**src/rtl/spi_xfer_ctrl.sv**
```systemverilog
// ============================================================================
// Module      : spi_xfer_ctrl
// Description : SPI master transfer sequencer (CS setup/hold, shift, sample)
//               driven by an external baud rate generator.
// Revision    : 1.0 - initial release
// ============================================================================
`default_nettype none

module spi_xfer_ctrl #(
    parameter int DATA_W = 8
) (
    input  logic              clk,
    input  logic              rst,
    input  logic              start_i,
    input  logic              abort_i,
    input  logic [1:0]        mode_i,
    input  logic [DATA_W-1:0] tx_data_i,
    input  logic              brg_strobe_i,
    input  logic              brg_rise_i,
    input  logic              brg_fall_i,
    input  logic              miso_i,
    output logic              brg_en_o,
    output logic              brg_sclk_en_o,
    output logic [1:0]        brg_mode_o,
    output logic              mosi_o,
    output logic              cs_n_o,
    output logic              busy_o,
    output logic              done_o,
    output logic [DATA_W-1:0] rx_data_o
);

    localparam int                CNT_W     = $clog2(2 * DATA_W + 1);
    localparam logic [CNT_W-1:0]  LAST_EDGE = CNT_W'(2 * DATA_W - 1);

    typedef enum logic [2:0] {
        ST_IDLE  = 3'd0,
        ST_SETUP = 3'd1,
        ST_XFER  = 3'd2,
        ST_HOLD  = 3'd3,
        ST_DONE  = 3'd4
    } state_t;

    state_t             state_q, state_d;
    logic [DATA_W-1:0]  shreg_q, shreg_d;
    logic [CNT_W-1:0]   cnt_q,   cnt_d;
    logic               sample_q, sample_d;
    logic [1:0]         mode_q,  mode_d;
    logic [DATA_W-1:0]  rx_q,    rx_d;

    logic               w_cpha;
    logic               w_shift;
    logic               w_sample;

    assign w_cpha = mode_q[0];

    // Both phases shift DATA_W-1 times; the last sample stays in sample_q and
    // is merged on completion, so mosi holds the final bit through CS hold.
    assign w_shift  = w_cpha ? (brg_rise_i && (cnt_q != '0))
                             : (brg_fall_i && (cnt_q != LAST_EDGE));
    assign w_sample = w_cpha ? brg_fall_i : brg_rise_i;

    always_ff @(posedge clk) begin
        if (rst) begin
            state_q  <= ST_IDLE;
            shreg_q  <= '0;
            cnt_q    <= '0;
            sample_q <= 1'b0;
            mode_q   <= 2'b00;
            rx_q     <= '0;
        end else begin
            state_q  <= state_d;
            shreg_q  <= shreg_d;
            cnt_q    <= cnt_d;
            sample_q <= sample_d;
            mode_q   <= mode_d;
            rx_q     <= rx_d;
        end
    end

    always_comb begin
        state_d  = state_q;
        shreg_d  = shreg_q;
        cnt_d    = cnt_q;
        sample_d = sample_q;
        mode_d   = mode_q;
        rx_d     = rx_q;

        case (state_q)
            ST_IDLE: begin
                if (start_i) begin
                    state_d  = ST_SETUP;
                    shreg_d  = tx_data_i;
                    mode_d   = mode_i;
                    cnt_d    = '0;
                    sample_d = 1'b0;
                end
            end
            ST_SETUP: begin
                if (abort_i) begin
                    state_d = ST_IDLE;
                end else if (brg_strobe_i) begin
                    state_d = ST_XFER;
                    cnt_d   = '0;
                end
            end
            ST_XFER: begin
                if (abort_i) begin
                    state_d = ST_IDLE;
                end else begin
                    if (w_sample) begin
                        sample_d = miso_i;
                    end
                    if (w_shift) begin
                        shreg_d = {shreg_q[DATA_W-2:0], sample_q};
                    end
                    if (brg_strobe_i) begin
                        cnt_d = cnt_q + CNT_W'(1);
                        if (cnt_q == LAST_EDGE) begin
                            state_d = ST_HOLD;
                        end
                    end
                end
            end
            ST_HOLD: begin
                if (abort_i) begin
                    state_d = ST_IDLE;
                end else if (brg_strobe_i) begin
                    state_d = ST_DONE;
                end
            end
            ST_DONE: begin
                state_d = ST_IDLE;
                if (!abort_i) begin
                    rx_d = {shreg_q[DATA_W-2:0], sample_q};
                end
            end
            default: begin
                state_d = ST_IDLE;
            end
        endcase
    end

    assign busy_o        = (state_q != ST_IDLE);
    assign cs_n_o        = (state_q == ST_IDLE);
    assign brg_en_o      = (state_q != ST_IDLE);
    assign brg_sclk_en_o = (state_q == ST_XFER);
    assign brg_mode_o    = mode_q;
    assign mosi_o        = busy_o & shreg_q[DATA_W-1];
    assign done_o        = (state_q == ST_DONE) && !abort_i;
    assign rx_data_o     = rx_q;

endmodule

`default_nettype wire

```
**config.mk**
```make
export PLATFORM = sky130hd
export DESIGN_NAME = spi_xfer_ctrl
export DESIGN_NICKNAME = d
export VERILOG_FILES = /design/src/rtl/spi_xfer_ctrl.sv
export SDC_FILE = /design/constraint.sdc
export NUM_CORES = 1
export LEC_CHECK = 0
export CORE_MARGIN = 5
export CORE_UTILIZATION = 40
export DETAILED_ROUTE_END_ITERATION = 8
export HOLD_SLACK_MARGIN = 0.1
export PLACE_DENSITY_LB_ADDON = 0.1
export SLEW_MARGIN = 20
export SYNTH_ARGS = -nofsm -noshare
export SYNTH_HDL_FRONTEND = slang
export SYNTH_SLANG_ARGS = --single-unit
```
**constraint.sdc**
```tcl
create_clock -name clk -period 4.6 [get_ports clk]
set_input_delay 1.15 -clock clk [delete_from_list [all_inputs] [get_ports clk]]
set_output_delay 1.15 -clock clk [all_outputs]
set_load 0.01 [all_outputs]
```
==> results.json, run 1 <==
{
  "synthArstFlopShare_pct": 0,
  "synth-main-ff-cell": "dfxtp_1",
  "ir_drop_mv": 0.1421,
  "first_pass_iters": 4,
  "p_leak_uw": 0.0005814,
  "drv_cap": 0,
  "fmax_ghz": 0.2508,
  "cts_tree": "yes",
  "synth-seq-cells": 27,
  "dp_hpwl_um": 2393,
  "die_w_um": 69.64,
  "setup_viol": 0,
  "vias": 1235,
  "drive_gt1_share_pct": 6.077,
  "diodes": 0,
  "worst_ep_required_time_ns": 3.45,
  "core_area_mm2": 0.003390,
  "start_util_pct": 41.97,
  "fin_nets": 203,
  "grt_pass1_wl_um": 5409,
  "slowest_delay_ns": 0.56,
  "cts-root-buf": "clkbuf_4",
  "synth.area.top_cells": "dfxtp_1, o41ai_1, mux2i_1, nand2_1, a21oi_1",
  "die_h_um": 69.64,
  "post_cts_resized": 0,
  "setup_tns_ns": 0,
  "critPathMostFrequentCell": "clkdlybuf4s50_1",
  "grt_max_degree": 26,
  "worstPathCellList": "clkdlybuf4s50_1 -> nor2_1 -> nand3_1 -> inv_2 -> clkdlybuf4s50_1",
  "drt-wirelength-per-cell_um": 14.20,
  "grt_use_total_pct": 13.38,
  "max-slew-margin-rel_pct": 39.57,
  "powerDensity_mw_per_mm2": 246.0,
  "p_int_uw": 311.9,
  "grtUsageMet1_pct": 18.24,
  "portBuffers": 33,
  "synth_top_area_share_pct": 37.99,
  "slew_viol_final": 0,
  "antenna_left": 0,
  "first_iter_violations": 76,
  "final_common_cell": "clkdlybuf4s50_1",
  "seq_area_frac_synth_pct": 37.99,
  "endpoint_kind": "output port",
  "synth_edf_count": 0,
  "power_frac_clock_pct": 24.5,
  "netSwitchingFraction_pct": 27.25,
  "fp-row-count": 21,
  "critical_path.max_fanout": 9,
  "critical-path-slowest-cell": "clkdlybuf4s50_1",
  "crit_type": "in2out",
  "numCtsBuffers": 3,
  "final_cell_mix": "clkdlybuf4s50_1, dfxtp_1, nand2_1",
  "p_sw_uw": 116.8,
  "ys.warnings.count": 0,
  "finalWeightedCongestion": 0.7875,
  "synth_cells": 154,
  "fin_crit_sh_pct": 86.69,
  "path_buf_inv": 3,
  "final_area_mm2": 0.001743,
  "ys_types": 44,
  "hold_path.class": "reg2reg",
  "finClkSkew_ns": 0.003259,
  "grt.busiest_layer": "met2",
  "syn-num-nets": 175,
  "use_met2_pct": 20.87,
  "cts_max_level": 1,
  "rsz0062_at_grt": "no",
  "detail_route.vias_per_cell": 5.441,
  "status": "complete, no violations",
  "grt_antenna_before_repair": 0,
  "path_delay_family": "buffers and inverters",
  "worst_skew_pair.late_latency_ns": 0.33,
  "yosysTopAreaCell": "dfxtp_1",
  "worst_pin_slew_ns": 0.9037,
  "period_minus_slack_ns": 3.988,
  "worstSetupStartpointType": "input pin",
  "clock-sinks": 27,
  "grt_overflow_total": 0,
  "synth_area_per_cell_um2": 9.238,
  "crit_arrival_ns": 2.84,
  "placed_cell_area_mm2": 0.001713,
  "syn_area_mm2": 0.001423,
  "cts.reportedPaths.clkPinSlew_ns": 0.15,
  "die_area_mm2": 0.004849,
  "boundaryPins": 34,
  "drt_wl_total_um": 3223,
  "syn2layout_area_growth_pct": 22.52,
  "hold_viol": 0,
  "drc": 0,
  "post_cts_buffers": 0,
  "grt_util_met3_pct": 4.203,
  "comb_power_share_pct": 16.8,
  "p_seq_share_pct": 58.8,
  "holdBufCountCts": 0,
  "grt_pass1_vias": 1117,
  "cts_buffer_depth": 2
}
[cell families after synthesis]
logic type	after synthesis	synth area share (%)
AOI/OAI and AO/OA	45	23.75
xor gates and xnor gates	1	0.6158
adders and majority gates	3	2.639
buffers and inverters	17	8.794
DFF	27	37.99
muxes	9	6.333
and+or+nand+nor	52	19.88
[cells in the mapped netlist, drive strengths merged (2+ instances only)]
| cell | count |
|---|---|
| a21oi | 13 |
| and3 | 2 |
| buf | 8 |
| clkbuf | 2 |
| dfxtp | 27 |
| ha | 3 |
| inv | 6 |
| mux2i | 9 |
| nand2 | 23 |
| nand2b | 3 |
| nand3 | 5 |
| nand4b | 2 |
| nor2 | 5 |
| nor2b | 3 |
| nor3 | 2 |
| nor4b | 2 |
| o211ai | 8 |
| o21ai | 2 |
| o311ai | 3 |
| o31ai | 2 |
| o41ai | 11 |
[worst min-delay path, stage by stage, from the launching register on]
cell,delay [ns]
dfxtp_1,0.34
nand2_1,0.05
a21oi_1,0.05
[through the flow]
step	hold WS [ns]	utilization [%]	total power (µW)	instances	setup WS [ns]
2_1_floorplan	0.4431	-	301.8	154	1.773
3_3_place_gp	0.4472	50.54	327.5	223	0.6441
3_5_place_dp	0.4494	50.54	329.0	223	0.6088
4_1_cts	0.4694	51.42	436.6	227	0.5994
5_1_grt	0.4935	51.42	453.8	227	0.5161
6_report	0.4634	51.42	428.7	227	0.6122
[per-layer routing]
metal | vias up | wire, µm
met5 | - | 0
met4 | 0 | 17
met3 | 2 | 177
met2 | 35 | 1406
met1 | 565 | 1623
li1 | 633 | -
[power by group through the flow]
stage / combinational (µW) / sequential, µW / clock, µW
final: 71.9 / 252 / 105
after global routing: 78.7 / 253 / 122
after CTS: 72.3 / 252 / 112
after detailed placement: 72.2 / 257 / 0
after global placement: 70.9 / 257 / 0
after floorplan: 47.8 / 254 / 0
[path summary, 6_finish.rpt]
path | slack [ns] | startpoint | end | cells past startpoint
worst max register to register | 2.50 | cnt_q[0]$_SDFFE_PP0P_ | shreg_q[5]$_SDFFE_PP0P_ | 6
worst min register to register | 0.46 | brg_mode_o[1]$_SDFFE_PP0P_ | brg_mode_o[1]$_SDFFE_PP0P_ | 2
worst max-delay path | 0.61 | abort_i | done_o | 5
worst min-delay path | 0.46 | brg_mode_o[1]$_SDFFE_PP0P_ | brg_mode_o[1]$_SDFFE_PP0P_ | 2
[flip-flops by register name, indices dropped and copies added (netlist names)]
register / count
brg_mode_o: 2
cnt_q: 5
rx_data_o: 8
sample_q: 1
shreg_q: 8
state_q: 3
[cell type report]
cell class	count	area [µm²]
tap	46	57.56
sequential	27	540.5
inverter	7	27.53
clock inverter	1	7.507
timing repair buffer	33	330.3
fill	320	1647
clock buffer	3	22.52
multi-input combinational	110	757.0
(Power assumes the default switching activity.)
==> run 2, diff against run 1 <==
Settings changed: CORE_UTILIZATION 40 to 25, SKIP_CTS_REPAIR_TIMING set to 1.
==> run 2 against run 1 <==
Die area is 51% higher. Sequential share of layout area is 1.0 points lower. Count of clock-buffer cells in the layout stayed put. Fmax is 1.8% lower. Sequential power hardly changed. Clock skew is 0.00084 ns higher. Global-route usage is 3.2 points lower. Via count is 2.1% higher. Critical path depth stayed put. Combinational power is 3% higher. Critical endpoint unchanged.
==> results.json, run 2 (synthesized netlist as in run 1, its figures left out) <==
{
  "status": "complete, no violations",
  "endpoint_kind": "output port",
  "worst_ep_required_time_ns": 3.45,
  "cts_buffer_depth": 2,
  "die_w_um": 85.44,
  "vias": 1261,
  "max-slew-margin-rel_pct": 52.46,
  "detail_route.vias_per_cell": 4.965,
  "crit_arrival_ns": 2.91,
  "grt_max_degree": 18,
  "cts_tree": "yes",
  "clock-sinks": 27,
  "syn2layout_area_growth_pct": 26.65,
  "first_iter_violations": 88,
  "final_area_mm2": 0.001802,
  "critical-path-slowest-cell": "clkdlybuf4s50_1",
  "critPathMostFrequentCell": "clkdlybuf4s50_1",
  "grt_antenna_before_repair": 0,
  "hold_viol": 0,
  "drv_cap": 0,
  "fin_crit_sh_pct": 88.26,
  "grt_overflow_total": 0,
  "grt_use_total_pct": 10.16,
  "cts_max_level": 1,
  "crit_type": "in2out",
  "worstSetupStartpointType": "input pin",
  "final_cell_mix": "clkdlybuf4s50_1, dfxtp_1, nand2_1",
  "critical_path.max_fanout": 9,
  "start_util_pct": 25.84,
  "grt_pass1_wl_um": 5934,
  "worst_skew_pair.late_latency_ns": 0.28,
  "drc": 0,
  "final_common_cell": "clkdlybuf4s50_1",
  "die_h_um": 85.44,
  "rsz0062_at_grt": "no",
  "finClkSkew_ns": 0.004101,
  "cts.reportedPaths.clkPinSlew_ns": 0.10,
  "period_minus_slack_ns": 4.060,
  "fp-row-count": 27,
  "cts-root-buf": "clkbuf_8",
  "drive_gt1_share_pct": 6.593,
  "fin_nets": 204,
  "portBuffers": 33,
  "worst_pin_slew_ns": 0.7132,
  "die_area_mm2": 0.007299,
  "first_pass_iters": 4,
  "finalWeightedCongestion": 0.7769,
  "boundaryPins": 34,
  "drt-wirelength-per-cell_um": 14.47,
  "fmax_ghz": 0.2463,
  "ir_drop_mv": 0.1012,
  "setup_tns_ns": 0,
  "grt_pass1_vias": 1210,
  "worstPathCellList": "clkdlybuf4s50_1 -> nor2_1 -> nand3_1 -> inv_2 -> clkdlybuf4s50_1",
  "slowest_delay_ns": 0.57,
  "dp_hpwl_um": 2736,
  "p_leak_uw": 0.0005940,
  "setup_viol": 0,
  "powerDensity_mw_per_mm2": 260.8,
  "hold_path.class": "reg2reg",
  "slew_viol_final": 0,
  "diodes": 0,
  "antenna_left": 0,
  "core_area_mm2": 0.005507,
  "placed_cell_area_mm2": 0.001753,
  "r2r_slack_ns": 2.48,
  "drt_wl_total_um": 3675,
  "numCtsBuffers": 3
}
[run 2: through the flow]
step,instances,hold slack [ns],setup slack (ns),util (%),total power (µW)
floorplan,154,0.4431,1.773,-,301.8
global placement,250,0.4475,0.6061,31.83,330.4
detailed placement,250,0.4526,0.5453,31.83,331.6
CTS,254,0.4676,0.5404,32.72,479.1
global route,254,0.4812,0.4099,32.72,496.4
finish,254,0.4632,0.5399,32.72,469.9
[run 2: final timing paths]
kind	from	endpoint	cells past startpoint
worst max-delay path	abort_i	done_o	5
worst min-delay path	rx_data_o[5]$_SDFFE_PP0P_	rx_data_o[5]$_SDFFE_PP0P_	2
worst max register to register	cnt_q[0]$_SDFFE_PP0P_	shreg_q[3]$_SDFFE_PP0P_	6
worst min register to register	rx_data_o[5]$_SDFFE_PP0P_	rx_data_o[5]$_SDFFE_PP0P_	2
[run 2: critical path, delay by kind of cell]
family | cells | cell delay (ns)
buffers and inverters | 3 | 1.27
and+or+nand+nor | 2 | 0.48
[run 2: cell type report]
| cell class | count | area, µm² |
|---|---|---|
| multi-input cells | 110 | 757.0 |
| flip-flops and latches | 27 | 540.5 |
| fillers | 577 | 3705 |
| clock buffers | 3 | 41.29 |
| inverters | 7 | 27.53 |
| well taps | 72 | 90.09 |
| clock inverters | 1 | 7.507 |
| repair buffers | 34 | 337.8 |
[run 2: metal layers]
metal  share of wire, %  track usage [%]  up-vias
li1                   -                -      633
met1                 51            13.77      592
met2                 42            15.40       30
met3                5.5            2.718        6
met4                1.3            3.597        0
met5                  0                0        -
[run 2: power by group]
group | switching, µW | total [µW] | internal (µW)
clock network | 82.5 | 144 | 61.6
registers | 9.77 | 252 | 242
logic | 37.2 | 73.7 | 36.5
total | 129 | 470 | 340
==> run 3, diff against run 2 <==
Settings changed: PLACE_DENSITY_LB_ADDON 0.1 to 0.3.
==> run 3 against run 2 <==
Via count decreased by 4.4%. Critical endpoint unchanged. Worst hold slack got worse by 0.0028 ns. Largest cell class unchanged. Die area unchanged. First-iteration DRC count decreased by 53%. Fmax increased by 1.7%. Sequential share of layout area increased by 0.13 points. Cell count decreased by 0.39%. Worst setup slack improved by 0.069 ns. Clock skew decreased by 0.0019 ns.
==> results.json, run 3 (synthesized netlist as in run 1, its figures left out) <==
{
  "status": "complete, no violations",
  "grt_overflow_total": 0,
  "cts-root-buf": "clkbuf_8",
  "placed_cell_area_mm2": 0.001745,
  "antenna_left": 0,
  "crit_end": "done_o",
  "crit_arrival_ns": 2.84,
  "worst_skew_pair.late_latency_ns": 0.27,
  "final_cell_mix": "clkdlybuf4s50_1, dfxtp_1, nand2_1",
  "setup_tns_ns": 0,
  "max-slew-margin-rel_pct": 39.13,
  "drt-wirelength-per-cell_um": 13.20,
  "detail_route.vias_per_cell": 4.763,
  "rsz0062_at_grt": "no",
  "cts_tree": "yes",
  "dp_hpwl_um": 2480,
  "hold_path.class": "reg2reg",
  "crit_start": "abort_i",
  "grt_use_total_pct": 8.841,
  "critical_path.max_fanout": 9,
  "portBuffers": 33,
  "powerDensity_mw_per_mm2": 257.7,
  "diodes": 0,
  "drv_cap": 0,
  "die_area_mm2": 0.007299,
  "period_minus_slack_ns": 3.991,
  "grt_antenna_before_repair": 0,
  "postLayoutCoreUtil_pct": 32.58,
  "die_w_um": 85.44,
  "fmax_ghz": 0.2506,
  "cts_max_level": 1,
  "fin_nets": 203,
  "finClkSkew_ns": 0.002157,
  "worst_ep_required_time_ns": 3.45,
  "r2r_slack_ns": 2.54,
  "drc": 0,
  "timing.rr.start": "cnt_q[0]$_SDFFE_PP0P_",
  "endpoint_kind": "output port",
  "cts.reportedPaths.clkPinSlew_ns": 0.10,
  "fin_crit_sh_pct": 86.76,
  "syn2layout_area_growth_pct": 26.12,
  "start_util_pct": 25.84,
  "grt_pass1_wl_um": 5285,
  "die_h_um": 85.44,
  "drive_gt1_share_pct": 6.077,
  "rr_worst_depth": 6,
  "first_pass_iters": 4,
  "p_leak_uw": 0.0005892,
  "core_area_mm2": 0.005507,
  "numCtsBuffers": 3,
  "finalWeightedCongestion": 0.7310,
  "final_area_mm2": 0.001794,
  "dp.cells": 249,
  "drt_wl_total_um": 3340,
  "boundaryPins": 34,
  "worstSetupStartpointType": "input pin",
  "first_iter_violations": 41,
  "crit_type": "in2out",
  "fp-row-count": 27,
  "clock-sinks": 27,
  "rr_endpoint": "shreg_q[3]$_SDFFE_PP0P_",
  "cts_buffer_depth": 2,
  "ir_drop_mv": 0.1065,
  "finalNonFillerCells": 253,
  "worst_pin_slew_ns": 0.9102,
  "hold_ws_ns": 0.4604,
  "slew_viol_final": 0,
  "hold_viol": 0,
  "final_common_cell": "clkdlybuf4s50_1",
  "grt_max_degree": 26,
  "vias": 1205,
  "setup_viol": 0,
  "grt_pass1_vias": 1070
}
-- run 3: cell count changes in the layout (fill, tap and decap cells not counted) --
| cell | delta |
|---|---|
| buf_4 | -1 |
-- run 3: worst min path at each step --
stage                     depth (start not counted)                        from  slack, ns                    endpoint
final                                             2  brg_mode_o[1]$_SDFFE_PP0P_       0.46  brg_mode_o[1]$_SDFFE_PP0P_
after detailed placement                          2   rx_data_o[1]$_SDFFE_PP0P_       0.45   rx_data_o[1]$_SDFFE_PP0P_
after floorplan                                   2       sample_q$_SDFFE_PP0P_       0.44   rx_data_o[0]$_SDFFE_PP0P_
after CTS                                         2   rx_data_o[1]$_SDFFE_PP0P_       0.47   rx_data_o[1]$_SDFFE_PP0P_
after global routing                              2   rx_data_o[4]$_SDFFE_PP0P_       0.49   rx_data_o[4]$_SDFFE_PP0P_
after global placement                            2  brg_mode_o[1]$_SDFFE_PP0P_       0.45  brg_mode_o[1]$_SDFFE_PP0P_
-- run 3: per-layer routing --
metal / wire length, µm / vias up / global-route usage (%) / part of all wire [%]
li1: - / 629 / - / -
met1: 1636 / 552 / 11.58 / 49
met2: 1516 / 22 / 13.98 / 45
met3: 150 / 2 / 1.748 / 4.5
met4: 36 / 0 / 3.885 / 1.1
met5: 0 / - / 0 / 0
-- run 3: per-stage QoR --
| stage | total power, µW | worst slack (ns) |
|---|---|---|
| floorplan | 301.8 | 1.773 |
| global placement | 329.3 | 0.5963 |
| detailed placement | 329.3 | 0.5607 |
| CTS | 471.2 | 0.5603 |
| global route | 487.6 | 0.4756 |
| finish | 462.4 | 0.6090 |
-- run 3: power breakdown --
part | leakage (µW) | internal (µW) | switching, µW | total (µW)
registers | 0.000220 | 242 | 9.16 | 251
logic | 0.000348 | 35.9 | 35.7 | 71.6
clock network | 0.0000217 | 61.5 | 77.9 | 139
-- run 3: area by class of cell --
cell class / instances / area [µm²]
clock buffer: 3 / 41.29
clock inverter: 1 / 7.507
fill: 584 / 3712
inverter: 7 / 27.53
multi-input combinational: 110 / 757.0
sequential: 27 / 540.5
tap: 72 / 90.09
timing repair buffer: 33 / 330.3
-- run 3: worst max-delay path: stages --
cell             delay (ns)
clkdlybuf4s50_1        0.45
nor2_1                 0.13
nand3_1                0.29
inv_2                  0.25
clkdlybuf4s50_1        0.56
